## src/rtl/riscv_pkg.sv

```systemverilog
// Shared types for the RISC-V core: forwarding selects, hazard shadow slots
// and the register-match helper used by the hazard controller.
package riscv_pkg;

    typedef enum logic [1:0] {
        FWD_RF  = 2'b00,
        FWD_WB  = 2'b01,
        FWD_MEM = 2'b10
    } fwd_sel_t;

    typedef struct packed {
        logic       valid;
        logic [4:0] rd;
        logic       reg_write;
        logic       mem_read;
    } hz_slot_t;

    localparam logic [4:0] REG_X0 = 5'd0;

    // True when the slot will write a real register that this source reads.
    function automatic logic slot_match(hz_slot_t s, logic [4:0] rs, logic uses);
        return s.valid && s.reg_write && (s.rd != REG_X0) && (s.rd == rs) && uses;
    endfunction

endpackage

```

## src/rtl/hazard_shadow_pipe.sv

```systemverilog
// Three-slot shadow of the EX/MEM/WB destination state; the entry leaving ID
// is replaced by an invalid slot when a bubble is inserted into EX.
module hazard_shadow_pipe
    import riscv_pkg::*;
(
    input  logic     clk,
    input  logic     rst,
    input  hz_slot_t i_id_entry,
    input  logic     i_bubble,
    output hz_slot_t o_ex,
    output hz_slot_t o_mem,
    output hz_slot_t o_wb
);

    hz_slot_t r_ex, r_mem, r_wb;
    hz_slot_t w_ex_next;

    always_comb begin
        w_ex_next = i_id_entry;
        if (i_bubble) w_ex_next.valid = 1'b0;
    end

    always_ff @(posedge clk) begin
        if (rst) begin
            r_ex  <= '0;
            r_mem <= '0;
            r_wb  <= '0;
        end else begin
            r_ex  <= w_ex_next;
            r_mem <= r_ex;
            r_wb  <= r_mem;
        end
    end

    assign o_ex  = r_ex;
    assign o_mem = r_mem;
    assign o_wb  = r_wb;

endmodule

```

## src/rtl/hazard_ctrl.sv

```systemverilog
// Pipeline hazard controller: load-use / RAW stalls, taken-branch flush,
// operand forwarding selects and saturating stall/flush counters.
module hazard_ctrl
    import riscv_pkg::*;
#(
    parameter int FORWARDING = 1,
    parameter int CNT_W      = 32
) (
    input  logic             clk,
    input  logic             rst,
    input  logic             id_valid,
    input  logic [4:0]       id_rs1,
    input  logic [4:0]       id_rs2,
    input  logic             id_uses_rs1,
    input  logic             id_uses_rs2,
    input  logic [4:0]       id_rd,
    input  logic             id_reg_write,
    input  logic             id_mem_read,
    input  logic             ex_branch_taken,
    output logic             stall_if,
    output logic             stall_id,
    output logic             flush_id,
    output logic             bubble_ex,
    output logic [1:0]       fwd_a,
    output logic [1:0]       fwd_b,
    output logic [CNT_W-1:0] stall_count,
    output logic [CNT_W-1:0] flush_count
);

    localparam logic [CNT_W-1:0] CNT_ONE = {{(CNT_W-1){1'b0}}, 1'b1};

    hz_slot_t w_id_entry, w_ex, w_mem, w_wb;
    logic     w_ex_m1, w_ex_m2, w_mem_m1, w_mem_m2, w_wb_m1, w_wb_m2;
    logic     w_load_use, w_raw, w_hazard;
    fwd_sel_t w_fwd_a, w_fwd_b;

    logic [CNT_W-1:0] r_stall_cnt, r_flush_cnt;

    assign w_id_entry = '{valid: id_valid, rd: id_rd,
                          reg_write: id_reg_write, mem_read: id_mem_read};

    hazard_shadow_pipe u_shadow (
        .clk        (clk),
        .rst        (rst),
        .i_id_entry (w_id_entry),
        .i_bubble   (bubble_ex),
        .o_ex       (w_ex),
        .o_mem      (w_mem),
        .o_wb       (w_wb)
    );

    assign w_ex_m1  = slot_match(w_ex,  id_rs1, id_uses_rs1);
    assign w_ex_m2  = slot_match(w_ex,  id_rs2, id_uses_rs2);
    assign w_mem_m1 = slot_match(w_mem, id_rs1, id_uses_rs1);
    assign w_mem_m2 = slot_match(w_mem, id_rs2, id_uses_rs2);
    assign w_wb_m1  = slot_match(w_wb,  id_rs1, id_uses_rs1);
    assign w_wb_m2  = slot_match(w_wb,  id_rs2, id_uses_rs2);

    assign w_load_use = w_ex.mem_read && (w_ex_m1 || w_ex_m2);
    assign w_raw      = w_ex_m1 || w_ex_m2 || w_mem_m1 || w_mem_m2 || w_wb_m1 || w_wb_m2;
    assign w_hazard   = id_valid && ((FORWARDING != 0) ? w_load_use : w_raw);

    // A load sitting in MEM has no data yet; the load-use stall keeps it out of reach.
    function automatic fwd_sel_t pick_fwd(logic mem_m, logic wb_m);
        if (mem_m && !w_mem.mem_read) return FWD_MEM;
        if (wb_m)                     return FWD_WB;
        return FWD_RF;
    endfunction

    always_comb begin
        stall_if  = 1'b0;
        stall_id  = 1'b0;
        flush_id  = 1'b0;
        bubble_ex = 1'b0;
        w_fwd_a   = FWD_RF;
        w_fwd_b   = FWD_RF;
        if (!rst) begin
            if (ex_branch_taken) begin
                flush_id  = 1'b1;
                bubble_ex = 1'b1;
            end else if (w_hazard) begin
                stall_if  = 1'b1;
                stall_id  = 1'b1;
                bubble_ex = 1'b1;
            end
            if (FORWARDING != 0) begin
                w_fwd_a = pick_fwd(w_mem_m1, w_wb_m1);
                w_fwd_b = pick_fwd(w_mem_m2, w_wb_m2);
            end
        end
    end

    assign fwd_a = w_fwd_a;
    assign fwd_b = w_fwd_b;

    always_ff @(posedge clk) begin
        if (rst) begin
            r_stall_cnt <= '0;
            r_flush_cnt <= '0;
        end else begin
            if (stall_id && !(&r_stall_cnt)) r_stall_cnt <= r_stall_cnt + CNT_ONE;
            if (flush_id && !(&r_flush_cnt)) r_flush_cnt <= r_flush_cnt + CNT_ONE;
        end
    end

    assign stall_count = r_stall_cnt;
    assign flush_count = r_flush_cnt;

endmodule

```

## config.mk

```make
export PLATFORM = sky130hd
export DESIGN_NAME = hazard_ctrl
export DESIGN_NICKNAME = d
export VERILOG_FILES = /design/src/rtl/riscv_pkg.sv /design/src/rtl/hazard_shadow_pipe.sv /design/src/rtl/hazard_ctrl.sv
export SDC_FILE = /design/constraint.sdc
export NUM_CORES = 1
export LEC_CHECK = 0
export CAP_MARGIN = 0
export CORE_UTILIZATION = 37
export DETAILED_ROUTE_END_ITERATION = 6
export GPL_TIMING_DRIVEN = 1
export PLACE_DENSITY = 0.64
export SYNTH_ARGS = -nofsm -noshare
export SYNTH_HDL_FRONTEND = slang
export SYNTH_HIERARCHICAL = 1
export SYNTH_SLANG_ARGS = --single-unit
```

## constraint.sdc

```tcl
create_clock -name clk -period 5.94 [get_ports clk]
set_input_delay 1.782 -clock clk [delete_from_list [all_inputs] [get_ports clk]]
set_output_delay 1.782 -clock clk [all_outputs]
set_load 0.005 [all_outputs]
```

==> impl_metrics.toml, run 1 <==
[critical_path]
path_class = "input port to output port"
required_ps = 4160
cp_common_cell = "clkdlybuf4s50_1"
worstPathCellList = "clkdlybuf4s50_1, xnor2_1, nand4_1, o22ai_4, buf_4, and3_1, clkdlybuf4s50_1"
arrival_ps = 3820
cp_slowest_cell = "clkdlybuf4s50_1"
end_kind = "output port"
crit_fanout = 5
slowest_delay_ps = 510
cp-start-kind = "input port"

[layout]
fin_area_mm2 = 0.00562
n_antenna_cell = 0
area_growth_pct = 31.8
finalNetCount = 603
drive_gt1_share_pct = 6.70

[route]
first_iter_violations = 151
ant_nets = 0
post_drt_wl_per_cell_um = 14.7
routed_via_density = 5.29
first_pass_iters = 4
vias = 3817
drc = 0
wl_um = 10600

[power_and_ir_drop]
peakVddDrop_mv = 0.120
seqPwrFrac_pct = 47.7
p_comb_share_pct = 5.4
leakage_uw = 0.00194
p_clk_share_pct = 46.9
p_sw_uw = 255
power.density_mw_per_mm2 = 224
internal_power_uw = 1000
p_sw_share_pct = 20.3

[clocking]
clockRootBuffer = "clkbuf_16"
cts-resized-gates = 0
clockBufferDepth = 2
cts_tree = "built"
cts_max_level = 3
clk_latency_ps = 330
clk_pin_slew_worst_paths_ps = 60
ctsHoldBuffers = 0
post_cts_buffers = 0
cts_buffers = 9
cts.sinks = 87

[logic_synthesis]
syn_nets = 513
syn_avg_cell_area_um2 = 8.74
synthCells = 488
ys.warnings.count = 6
syn-cell-area_mm2 = 0.00426

[grt]
grt_pass1_wl_um = 17400
antenna_found_initial = 0
globalRouteTotalUtil_pct = 18.3
grt-ovfl-total = 0
grt_max_degree = 44
grt_pass1_vias = 3683

[die]
die_area_mm2 = 0.0120
rows = 38
ios = 95
die_w_um = 109
core-area_mm2 = 0.0110
initial_utilization_pct = 38.6
dieHeight_um = 109

[sta]
rsz0062_at_grt = "no"
setup_violations = 0
fin_skew_ps = 7.93
fin_crit_sh_pct = 94.3
finalSetupTns_ps = 0
hold_viol_final = 0
worst_pin_slew_ps = 449
slew_headroom_pct = 69.9
period_minus_slack_ps = 5600
fmax_mhz = 178
slew_viol_final = 0

[placement]
post_dp_cell_area_mm2 = 0.00530
hpwl_um = 7590
numPortBuffers = 94
gp_congestion = 0.818

[worst_hold_path]
hold_path_class = "flip-flop to flip-flop"

[run_status]
status = "finished, final reports clean"

[run]
maxCapViolations = 0
power by group through the flow:
stage               clock [µW]  combinational, µW  sequential, µW
floorplan                    0               37.3             610
finish                     590               67.6             600
CTS                        607               68.1             600
detailed placement           0               67.8             613
global placement             0               66.2             613
global route               630               74.3             600
sequential cells by signal, indices dropped and copies added (netlist names):
signal          count
flush_count        32
u_shadow/o_wb       7
stall_count        32
u_shadow/o_mem      8
u_shadow/o_ex       8
through the flow:
stage / hold WS [ps] / util (%) / power [µW] / worst slack [ps] / std cells
2_1_floorplan: 438 / - / 647 / 1420 / 488
3_3_place_gp: 452 / 48.1 / 679 / 431 / 707
3_5_place_dp: 449 / 48.1 / 681 / 346 / 707
4_1_cts: 465 / 50.9 / 1270 / 345 / 722
5_1_grt: 479 / 50.9 / 1310 / 216 / 722
6_report: 464 / 50.9 / 1260 / 336 / 722
worst paths after layout:
check / slack (ps) / endpoint / cells past startpoint / start
min: 460 / u_shadow/o_wb[7]$_SDFF_PP0_ / 1 / u_shadow/o_mem[7]$_SDFF_PP0_
max reg2reg: 3670 / flush_count[23]$_SDFFE_PP0P_ / 6 / flush_count[14]$_SDFFE_PP0P_
min reg2reg: 460 / u_shadow/o_wb[7]$_SDFF_PP0_ / 1 / u_shadow/o_mem[7]$_SDFF_PP0_
max: 340 / stall_id / 7 / id_rs1[4]
per-layer routing:
metal,up-vias,wire length [µm],global-route usage [%],part of all wire (%)
li1,1912,-,-,-
met1,1805,4890,23.2,46
met2,87,5150,30.8,48
met3,13,442,4.27,4.2
met4,0,146,5.52,1.4
met5,-,0,0,0
cell type report:
| cell class | count | area [µm²] |
|---|---|---|
| clock buffer | 11 | 243 |
| clock inverter | 4 | 70.1 |
| sequential | 87 | 1740 |
| multi-input combinational | 375 | 2390 |
| tap | 140 | 175 |
| inverter | 7 | 26.3 |
| fill | 1052 | 5410 |
| timing repair buffer | 98 | 966 |
cells in the final DEF (no fill, tap or decap), types with 2 or more instances in the layout:
cell,instances
and3_1,12
inv_1,7
xnor2_1,18
nand3b_1,2
o31ai_1,6
and4_4,2
a21oi_1,29
nand2_1,23
nor3_2,2
bufinv_16,2
nand3_2,2
nor2b_1,27
clkbuf_16,9
buf_4,4
xor2_1,42
nand4_4,2
o211ai_1,2
nand4_2,2
and2_1,7
o21ai_0,22
dfxtp_1,87
nor4_1,9
nand4_1,30
nor2_1,52
mux2_2,4
or4_1,8
nand3_1,24
clkinv_2,2
and4_1,5
ha_1,2
clkdlybuf4s50_1,93
or3_1,23
nor3_1,7
worst max-delay path, delay by kind of cell:
family          cells  cell delay (ps)
compound gates      1              220
xor+xnor            1              240
buf+inv             3             1190
simple gates        2              380
No activity file was read; power rests on OpenSTA's default activity.
==> run 2, diff against run 1 <==
- CAP_MARGIN: 0 -> unset
==> results of run 2 <==
No change in the layout: final DEF, timing and power equal those of run 1.
